File: src/rtl/tl_fifo_ordered_fixer.sv
// TileLink A/D FIFO-ordering fixer: per-source domain tracking stalls first A beats that could reorder D; zero-latency pass-through.
// A is held only by stall (never by D or ready); D is never held. Optional TL_FIFO_FIXER_PERF_EN adds perf_stall_cycles.
module tl_fifo_ordered_fixer #(
  parameter int SOURCE_W     = 5,
  parameter int ADDR_W       = 31,
  parameter int DATA_W       = 64,
  parameter int NUM_DOMAINS  = 4,
  parameter int DOMAIN_LSB   = 28,
  parameter int MAX_INFLIGHT = 7
) (
  input  logic                  clock,
  input  logic                  reset,
  input  logic                  auto_in_a_valid,
  output logic                  auto_in_a_ready,
  input  logic [2:0]            auto_in_a_bits_opcode,
  input  logic [2:0]            auto_in_a_bits_param,
  input  logic [2:0]            auto_in_a_bits_size,
  input  logic [SOURCE_W-1:0]   auto_in_a_bits_source,
  input  logic [ADDR_W-1:0]     auto_in_a_bits_address,
  input  logic [DATA_W/8-1:0]   auto_in_a_bits_mask,
  input  logic [DATA_W-1:0]     auto_in_a_bits_data,
  input  logic                  auto_in_a_bits_corrupt,
  output logic                  auto_out_a_valid,
  input  logic                  auto_out_a_ready,
  output logic [2:0]            auto_out_a_bits_opcode,
  output logic [2:0]            auto_out_a_bits_param,
  output logic [2:0]            auto_out_a_bits_size,
  output logic [SOURCE_W-1:0]   auto_out_a_bits_source,
  output logic [ADDR_W-1:0]     auto_out_a_bits_address,
  output logic [DATA_W/8-1:0]   auto_out_a_bits_mask,
  output logic [DATA_W-1:0]     auto_out_a_bits_data,
  output logic                  auto_out_a_bits_corrupt,
  input  logic                  auto_out_d_valid,
  output logic                  auto_out_d_ready,
  input  logic [2:0]            auto_out_d_bits_opcode,
  input  logic [1:0]            auto_out_d_bits_param,
  input  logic [2:0]            auto_out_d_bits_size,
  input  logic [SOURCE_W-1:0]   auto_out_d_bits_source,
  input  logic                  auto_out_d_bits_sink,
  input  logic                  auto_out_d_bits_denied,
  input  logic [DATA_W-1:0]     auto_out_d_bits_data,
  input  logic                  auto_out_d_bits_corrupt,
  output logic                  auto_in_d_valid,
  input  logic                  auto_in_d_ready,
  output logic [2:0]            auto_in_d_bits_opcode,
  output logic [1:0]            auto_in_d_bits_param,
  output logic [2:0]            auto_in_d_bits_size,
  output logic [SOURCE_W-1:0]   auto_in_d_bits_source,
  output logic                  auto_in_d_bits_sink,
  output logic                  auto_in_d_bits_denied,
  output logic [DATA_W-1:0]     auto_in_d_bits_data,
  output logic                  auto_in_d_bits_corrupt
`ifdef TL_FIFO_FIXER_PERF_EN
  ,output logic [31:0]          perf_stall_cycles
`endif
);

  localparam int LOG_BB = $clog2(DATA_W / 8);
  localparam int DOM_W  = $clog2(NUM_DOMAINS);
  localparam int CNT_W  = $clog2(MAX_INFLIGHT + 1);
  localparam int NSRC   = 1 << SOURCE_W;

  // Index of the final beat of a burst (0 for single-beat messages).
  function automatic logic [7:0] last_idx(input logic [2:0] size, input logic has_data);
    int sh;
    logic [7:0] r;
    r  = '0;
    sh = int'(size) - LOG_BB;
    if (has_data && sh > 0) r = 8'((32'd1 << sh) - 32'd1);
    return r;
  endfunction

  logic [CNT_W-1:0] cnt [NSRC];
  logic [DOM_W-1:0] dom [NSRC];
  logic [7:0]       a_beat;
  logic [7:0]       d_beat;

  logic [SOURCE_W-1:0] a_src;
  logic [SOURCE_W-1:0] d_src;
  logic [DOM_W-1:0]    a_dom;
  logic                a_first;
  logic                a_last;
  logic                d_last;
  logic                stall;
  logic                a_fire;
  logic                d_fire;
  logic                inc;
  logic                dec;
  logic                same_src;

  assign a_src   = auto_in_a_bits_source;
  assign d_src   = auto_out_d_bits_source;
  assign a_dom   = auto_in_a_bits_address[DOMAIN_LSB +: DOM_W];
  assign a_first = (a_beat == 8'd0);
  assign a_last  = (a_beat == last_idx(auto_in_a_bits_size, !auto_in_a_bits_opcode[2]));
  assign d_last  = (d_beat == last_idx(auto_out_d_bits_size, auto_out_d_bits_opcode[1:0] == 2'b01));

  // Only registered state and the A payload feed stall, so valid never depends on ready.
  assign stall = a_first &&
                 ((cnt[a_src] == CNT_W'(MAX_INFLIGHT)) ||
                  ((cnt[a_src] != '0) && (dom[a_src] != a_dom)));

  assign a_fire   = auto_in_a_valid && auto_in_a_ready;
  assign d_fire   = auto_out_d_valid && auto_in_d_ready;
  assign inc      = a_fire && a_first;
  // A response to an idle source is a protocol error and is ignored rather than wrapping.
  assign dec      = d_fire && d_last && (auto_out_d_bits_opcode != 3'd6) && (cnt[d_src] != '0);
  assign same_src = (a_src == d_src);

  always_ff @(posedge clock or negedge reset) begin
    if (!reset) begin
      a_beat <= '0;
      d_beat <= '0;
      for (int i = 0; i < NSRC; i++) begin
        cnt[i] <= '0;
        dom[i] <= '0;
      end
    end else begin
      if (a_fire) a_beat <= a_last ? 8'd0 : a_beat + 8'd1;
      if (d_fire) d_beat <= d_last ? 8'd0 : d_beat + 8'd1;
      if (inc) begin
        dom[a_src] <= a_dom;
        if (!(dec && same_src)) cnt[a_src] <= cnt[a_src] + 1'b1;
      end
      if (dec && !(inc && same_src)) cnt[d_src] <= cnt[d_src] - 1'b1;
    end
  end

`ifdef TL_FIFO_FIXER_PERF_EN
  always_ff @(posedge clock or negedge reset) begin
    if (!reset) begin
      perf_stall_cycles <= '0;
    end else if (auto_in_a_valid && stall && (perf_stall_cycles != 32'hFFFF_FFFF)) begin
      perf_stall_cycles <= perf_stall_cycles + 32'd1;
    end
  end
`endif

  assign auto_out_a_valid        = auto_in_a_valid & ~stall;
  assign auto_in_a_ready         = auto_out_a_ready & ~stall;
  assign auto_out_a_bits_opcode  = auto_in_a_bits_opcode;
  assign auto_out_a_bits_param   = auto_in_a_bits_param;
  assign auto_out_a_bits_size    = auto_in_a_bits_size;
  assign auto_out_a_bits_source  = auto_in_a_bits_source;
  assign auto_out_a_bits_address = auto_in_a_bits_address;
  assign auto_out_a_bits_mask    = auto_in_a_bits_mask;
  assign auto_out_a_bits_data    = auto_in_a_bits_data;
  assign auto_out_a_bits_corrupt = auto_in_a_bits_corrupt;

  assign auto_in_d_valid         = auto_out_d_valid;
  assign auto_out_d_ready        = auto_in_d_ready;
  assign auto_in_d_bits_opcode   = auto_out_d_bits_opcode;
  assign auto_in_d_bits_param    = auto_out_d_bits_param;
  assign auto_in_d_bits_size     = auto_out_d_bits_size;
  assign auto_in_d_bits_source   = auto_out_d_bits_source;
  assign auto_in_d_bits_sink     = auto_out_d_bits_sink;
  assign auto_in_d_bits_denied   = auto_out_d_bits_denied;
  assign auto_in_d_bits_data     = auto_out_d_bits_data;
  assign auto_in_d_bits_corrupt  = auto_out_d_bits_corrupt;

endmodule

File: config.mk
export PLATFORM = sky130hd
export DESIGN_NAME = tl_fifo_ordered_fixer
export DESIGN_NICKNAME = d
export VERILOG_FILES = /design/src/rtl/tl_fifo_ordered_fixer.sv
export SDC_FILE = /design/constraint.sdc
export NUM_CORES = 1
export LEC_CHECK = 0
export CORE_ASPECT_RATIO = 1.5
export CORE_MARGIN = 5
export CORE_UTILIZATION = 53
export CTS_CLUSTER_DIAMETER = 30
export CTS_CLUSTER_SIZE = 12
export DETAILED_ROUTE_END_ITERATION = 10
export PLACE_DENSITY = 0.88
export SKIP_CTS_REPAIR_TIMING = 1
export SYNTH_ARGS = -nofsm -noshare
export SYNTH_HDL_FRONTEND = slang
export SYNTH_SLANG_ARGS = --single-unit
File: constraint.sdc
create_clock -name clock -period 8.4 [get_ports clock]
set_clock_uncertainty 0.15 [all_clocks]
set_input_delay 1.68 -clock clock [delete_from_list [all_inputs] [get_ports clock]]
set_output_delay 1.68 -clock clock [all_outputs]
set_load 0.005 [all_outputs]
==> results.md <==
- The cell family contributing the most delay on the critical path is buffers and inverters.
- The portion of synthesized area spent on multiplexers is 0.262.
- The max-slew violation total from the final report is 0.
- The simple-gate share of the synthesized area is 0.138.
- The pin count of the biggest net entering global routing is 101.
- On the critical path, the stage with the largest delay is an instance of sky130_fd_sc_hd__nor3b_1.
- The worst setup path endpoint is auto_out_a_valid.
- Synthesis handed over a netlist of 1,394 instances.
- For met2 alone, demand over resource in global routing was 0.546.
- For this run, global-route usage on met3 was measured as 0.271.
- The path class of the tightest hold or removal check is reg -> reg.
- The critical path buffer and inverter count is 4.
- The cell count along the critical path is 11.
- The worst register-to-register path begins at cnt[28].
- In the final design database the tool counted 1,419 nets.
- The number of synthesized flops with an enable pin is 0.
- The post-synthesis async set-or-reset flop share is 1.00.
- STA classifies the critical path endpoint as an output port.
- The floorplan step defined a die boundary enclosing 29,500 um^2.
- The critical path start-end classification is in -> out.
- The final routed DRC violation total is 0.
- The compound-gate portion of the synthesized area came to 0.116.
- The actual transition at the worst max-transition pin is 1.40 ns.
- Of the cells placed in the final design, the portion with a size suffix greater than 1 is 0.181.
- The number of violations reported at the end of detailed-routing iteration 0 is 1,553.
- For this run, the number of standard cells in the final layout without fillers is 1,546.
- Setup repair after global routing left no endpoint under its margin.
- The first-pass GRT wire length is 78.3 mm.
- For the worst setup path, the data arrival time is 5.70 ns.
- The highest-utilization routing layer at the global route stage is met2.
- Of the synthesized area, sequential elements account for 0.319.
- The signal on the critical path passes through clkdlybuf4s50_1 -> nor3b_1 -> buf_4 -> a22o_1 -> nor4_1 -> inv_1 -> ha_1 -> ha_1 -> nor2_1 -> o21a_1 -> clkdlybuf4s50_1.
- The number of antenna diodes in the final layout is 0.
- The tightest hold path in the finished design has a slack of 0.354 ns.
- In the global route stage, overall resource usage came out at 0.365.
- Static timing analysis puts the maximum clock frequency at 133 MHz.
- The clock tree from TritonCTS is yes.
- After synthesis, the mean cell area works out to 9.91 um^2.
- Measured along the x axis, the die boundary spans 142 um.
- The global routing met1 resource utilization is 0.327.
- The number of placement rows is 72.
- The maximum vdd ir drop is 0.188 mV.
- The count of endpoints failing hold in the final timing report is 0.
- The root buffer cell chosen for the clock tree is sky130_fd_sc_hd__clkbuf_16.
- Subtracting the final worst setup slack from the clock period gives 7.53 ns.
- Summing all multi-input logic gate instances after layout gives 7460 um^2.
- In this run the deepest clock path goes through 2 buffers.
- For this design the static power due to leakage is 6.33 nW.
- The most critical setup path has its startpoint at auto_in_a_bits_source[4].
- The largest single stage delay on the critical path is 0.84 ns.
- The layout has 2,209 filler cells.
- CTS built an H-tree with a depth of 4.
- The clock reaches the later pin of the worst-skew pair after 0.46 ns.
- The clock transition time at the flip-flop clock pins of the worst setup and hold paths is 0.07 ns.
- The core region is 25,800 um^2.
- After synthesis the netlist holds a flip-flop and latch count of 176.
- The most frequently used flop master after synthesis is sky130_fd_sc_hd__dfrtp_1.
- The number of input and output port buffers inserted is 53.
- The endpoint identified for the worst register-to-register timing path is cnt[15].
- The run finished with clean final reports.
- The startpoint type of the worst setup path is an input pin.
- Dividing the detail-routed via count by the number of cells gives 7.16.
- The die is 208 um tall.
- The number of global-route vias before repair is 11,123.
- The detailed placer's ending HPWL is 42.3 mm.
- The dominant combinational cell family by area after synthesis is multiplexers.
- The largest fanout of any net on the critical path is 18.
- The total CTS buffers is 17.
- The initial standard-cell utilization of the core is 0.536.
- The combined flip-flop and latch cell area is 4400 um^2.
- After detailed placement, the design holds a cell count of 1,515.
- The data required time at the worst endpoint is 6.57 ns.
- The cell area after synthesis is 13,800 um^2.
- The number of cells on the worst reg-to-reg path is 12.
- For flop-to-flop paths, the worst setup slack is 3.37 ns.
- The routed wire length per instance is 35.2 um.
- Clock tree synthesis found a total of 176 sinks.
- The routability-driven placement congestion ratio is 1.10.
- The adder-cell share of the synthesized area is 0.0127.
- The count of distinct cell types in the synthesized netlist is 76.
- The final number of setup-violating endpoints is 0.
- For this run, the detailed router's first-pass iteration total came to 7.
- Across the run, the number of max-cap violations was 0.
- Pin placement for this block handled 406 I/O pins.
- The portion of the clock cycle consumed by the worst path in the final layout is 0.896.
- Once detail routing completed, the nets flagged for antenna violations numbered 0.
- During synthesis, Yosys emitted a total of 0 warnings.
- The total power density per cell area is 186 nW/um^2.
- The detailed router placed 11,066 vias in this run.
- Summed over all failing endpoints, the final setup total negative slack is 0 ns.
- The total overflow left after global routing is 0.
- Of the total synthesized cell area, the portion taken by XOR and XNOR cells is 0.00824.
- The headroom to the max-slew limit is 0.0687.
- The utilization after layout is 0.534.
- The post-synth net total is 1,612.
- Relative to the synthesized area, the layout overhead comes to -0.380%.
- The routed design has 54.5 mm of wire.
- The initial antenna violation count is 0.
-- sequential cells by signal, indices dropped and copies added (netlist names) --
signal  count
a_beat      8
cnt        96
dom        64
d_beat      8
-- report_power, final --
part / switching (mW) / total, mW / leakage, nW / internal, mW
Combinational: 0.363 / 0.637 / 3.66 / 0.274
Sequential: 0.103 / 1.05 / 2.38 / 0.945
Clock: 0.370 / 0.877 / 0.298 / 0.507
Total: 0.837 / 2.56 / 6.33 / 1.73
-- worst min path at each step --
stage / from / end / cells after the start
floorplan: dom[1] / dom[1] / 1
global placement: dom[5] / dom[5] / 1
detailed placement: dom[50] / dom[50] / 1
CTS: dom[50] / dom[50] / 1
global route: dom[5] / dom[5] / 1
finish: dom[41] / dom[41] / 1
-- worst register-to-register path: cells and delay by family, from the launching register on --
kind,cells,cell delay [ns]
flops,1,0.42
mux,1,0.47
compound gates,4,1.78
buf+inv,1,0.13
fa+ha+maj,2,0.60
simple gates,4,1.36
-- layout by cell type (no fill, tap or decap), drive strengths merged, types with 13 or more instances in the layout --
master / Yosys / routed
a21oi: 23 / 23
a22o: 24 / 24
and3: 13 / 13
buf: 223 / 34
clkbuf: 72 / 19
clkdlybuf4s50: 0 / 49
dfrtp: 176 / 176
ha: 14 / 14
inv: 30 / 33
mux2: 73 / 73
mux2i: 174 / 174
mux4: 47 / 47
nand2: 82 / 82
nand2b: 14 / 14
nand3: 45 / 45
nand4: 40 / 40
nor2: 59 / 59
nor3: 21 / 21
o21ai: 39 / 39
o22ai: 30 / 30
-- cell families after synthesis --
family | Yosys count
compound gates | 212
simple gates | 359
mux | 294
xor+xnor | 13
buf+inv | 326
fa+ha+maj | 14
flops | 176
-- synthesized netlist by cell type, drive strengths merged, types with 7 or more instances --
master | count | area [um^2]
mux4 | 47 | 1060
nor2 | 59 | 221
nand2 | 82 | 308
nand4 | 40 | 250
a31o | 10 | 87.6
dfrtp | 176 | 4400
o211ai | 7 | 52.6
and3 | 13 | 81.3
nor3 | 21 | 105
nand2b | 14 | 87.6
mux2 | 73 | 822
mux2i | 174 | 1740
xnor2 | 7 | 61.3
nor3b | 8 | 60.1
ha | 14 | 175
a21oi | 23 | 115
nand3 | 45 | 225
a2111oi | 8 | 158
o21bai | 8 | 60.1
a22o | 24 | 210
nor4 | 9 | 56.3
and2 | 11 | 68.8
buf | 223 | 1610
nor2b | 10 | 62.6
o21ai | 39 | 195
o22ai | 30 | 188
nand3b | 11 | 82.6
inv | 30 | 113
clkbuf | 72 | 270
a22oi | 7 | 52.6
-- area by class of cell --
class | instances | share of cell area
Clock inverter | 12 | 0.0132
Inverter | 31 | 0.00845
Tap cell | 333 | 0.0303
Sequential cell | 176 | 0.320
Clock buffer | 19 | 0.0322
Multi-Input combinational cell | 892 | 0.542
Timing Repair Buffer | 83 | 0.0541
-- through the flow --
step / area [um^2] / power, mW / setup slack [ns]
2_1_floorplan: 13800 / 1.54 / 1.61
3_3_place_gp: 13100 / 1.66 / 1.11
3_5_place_dp: 13100 / 1.68 / 1.05
4_1_cts: 13800 / 2.54 / 1.02
5_1_grt: 13800 / 2.65 / 0.740
6_report: 13800 / 2.56 / 0.872
-- routing by layer --
layer	routed length [um]	up-vias	part of all wire
met5	340	-	0.0062
met4	5320	8	0.098
met3	10300	284	0.19
met2	24100	822	0.44
met1	14500	5393	0.27
li1	-	4559	-
Note: power is estimated with default switching activity, not from simulation.
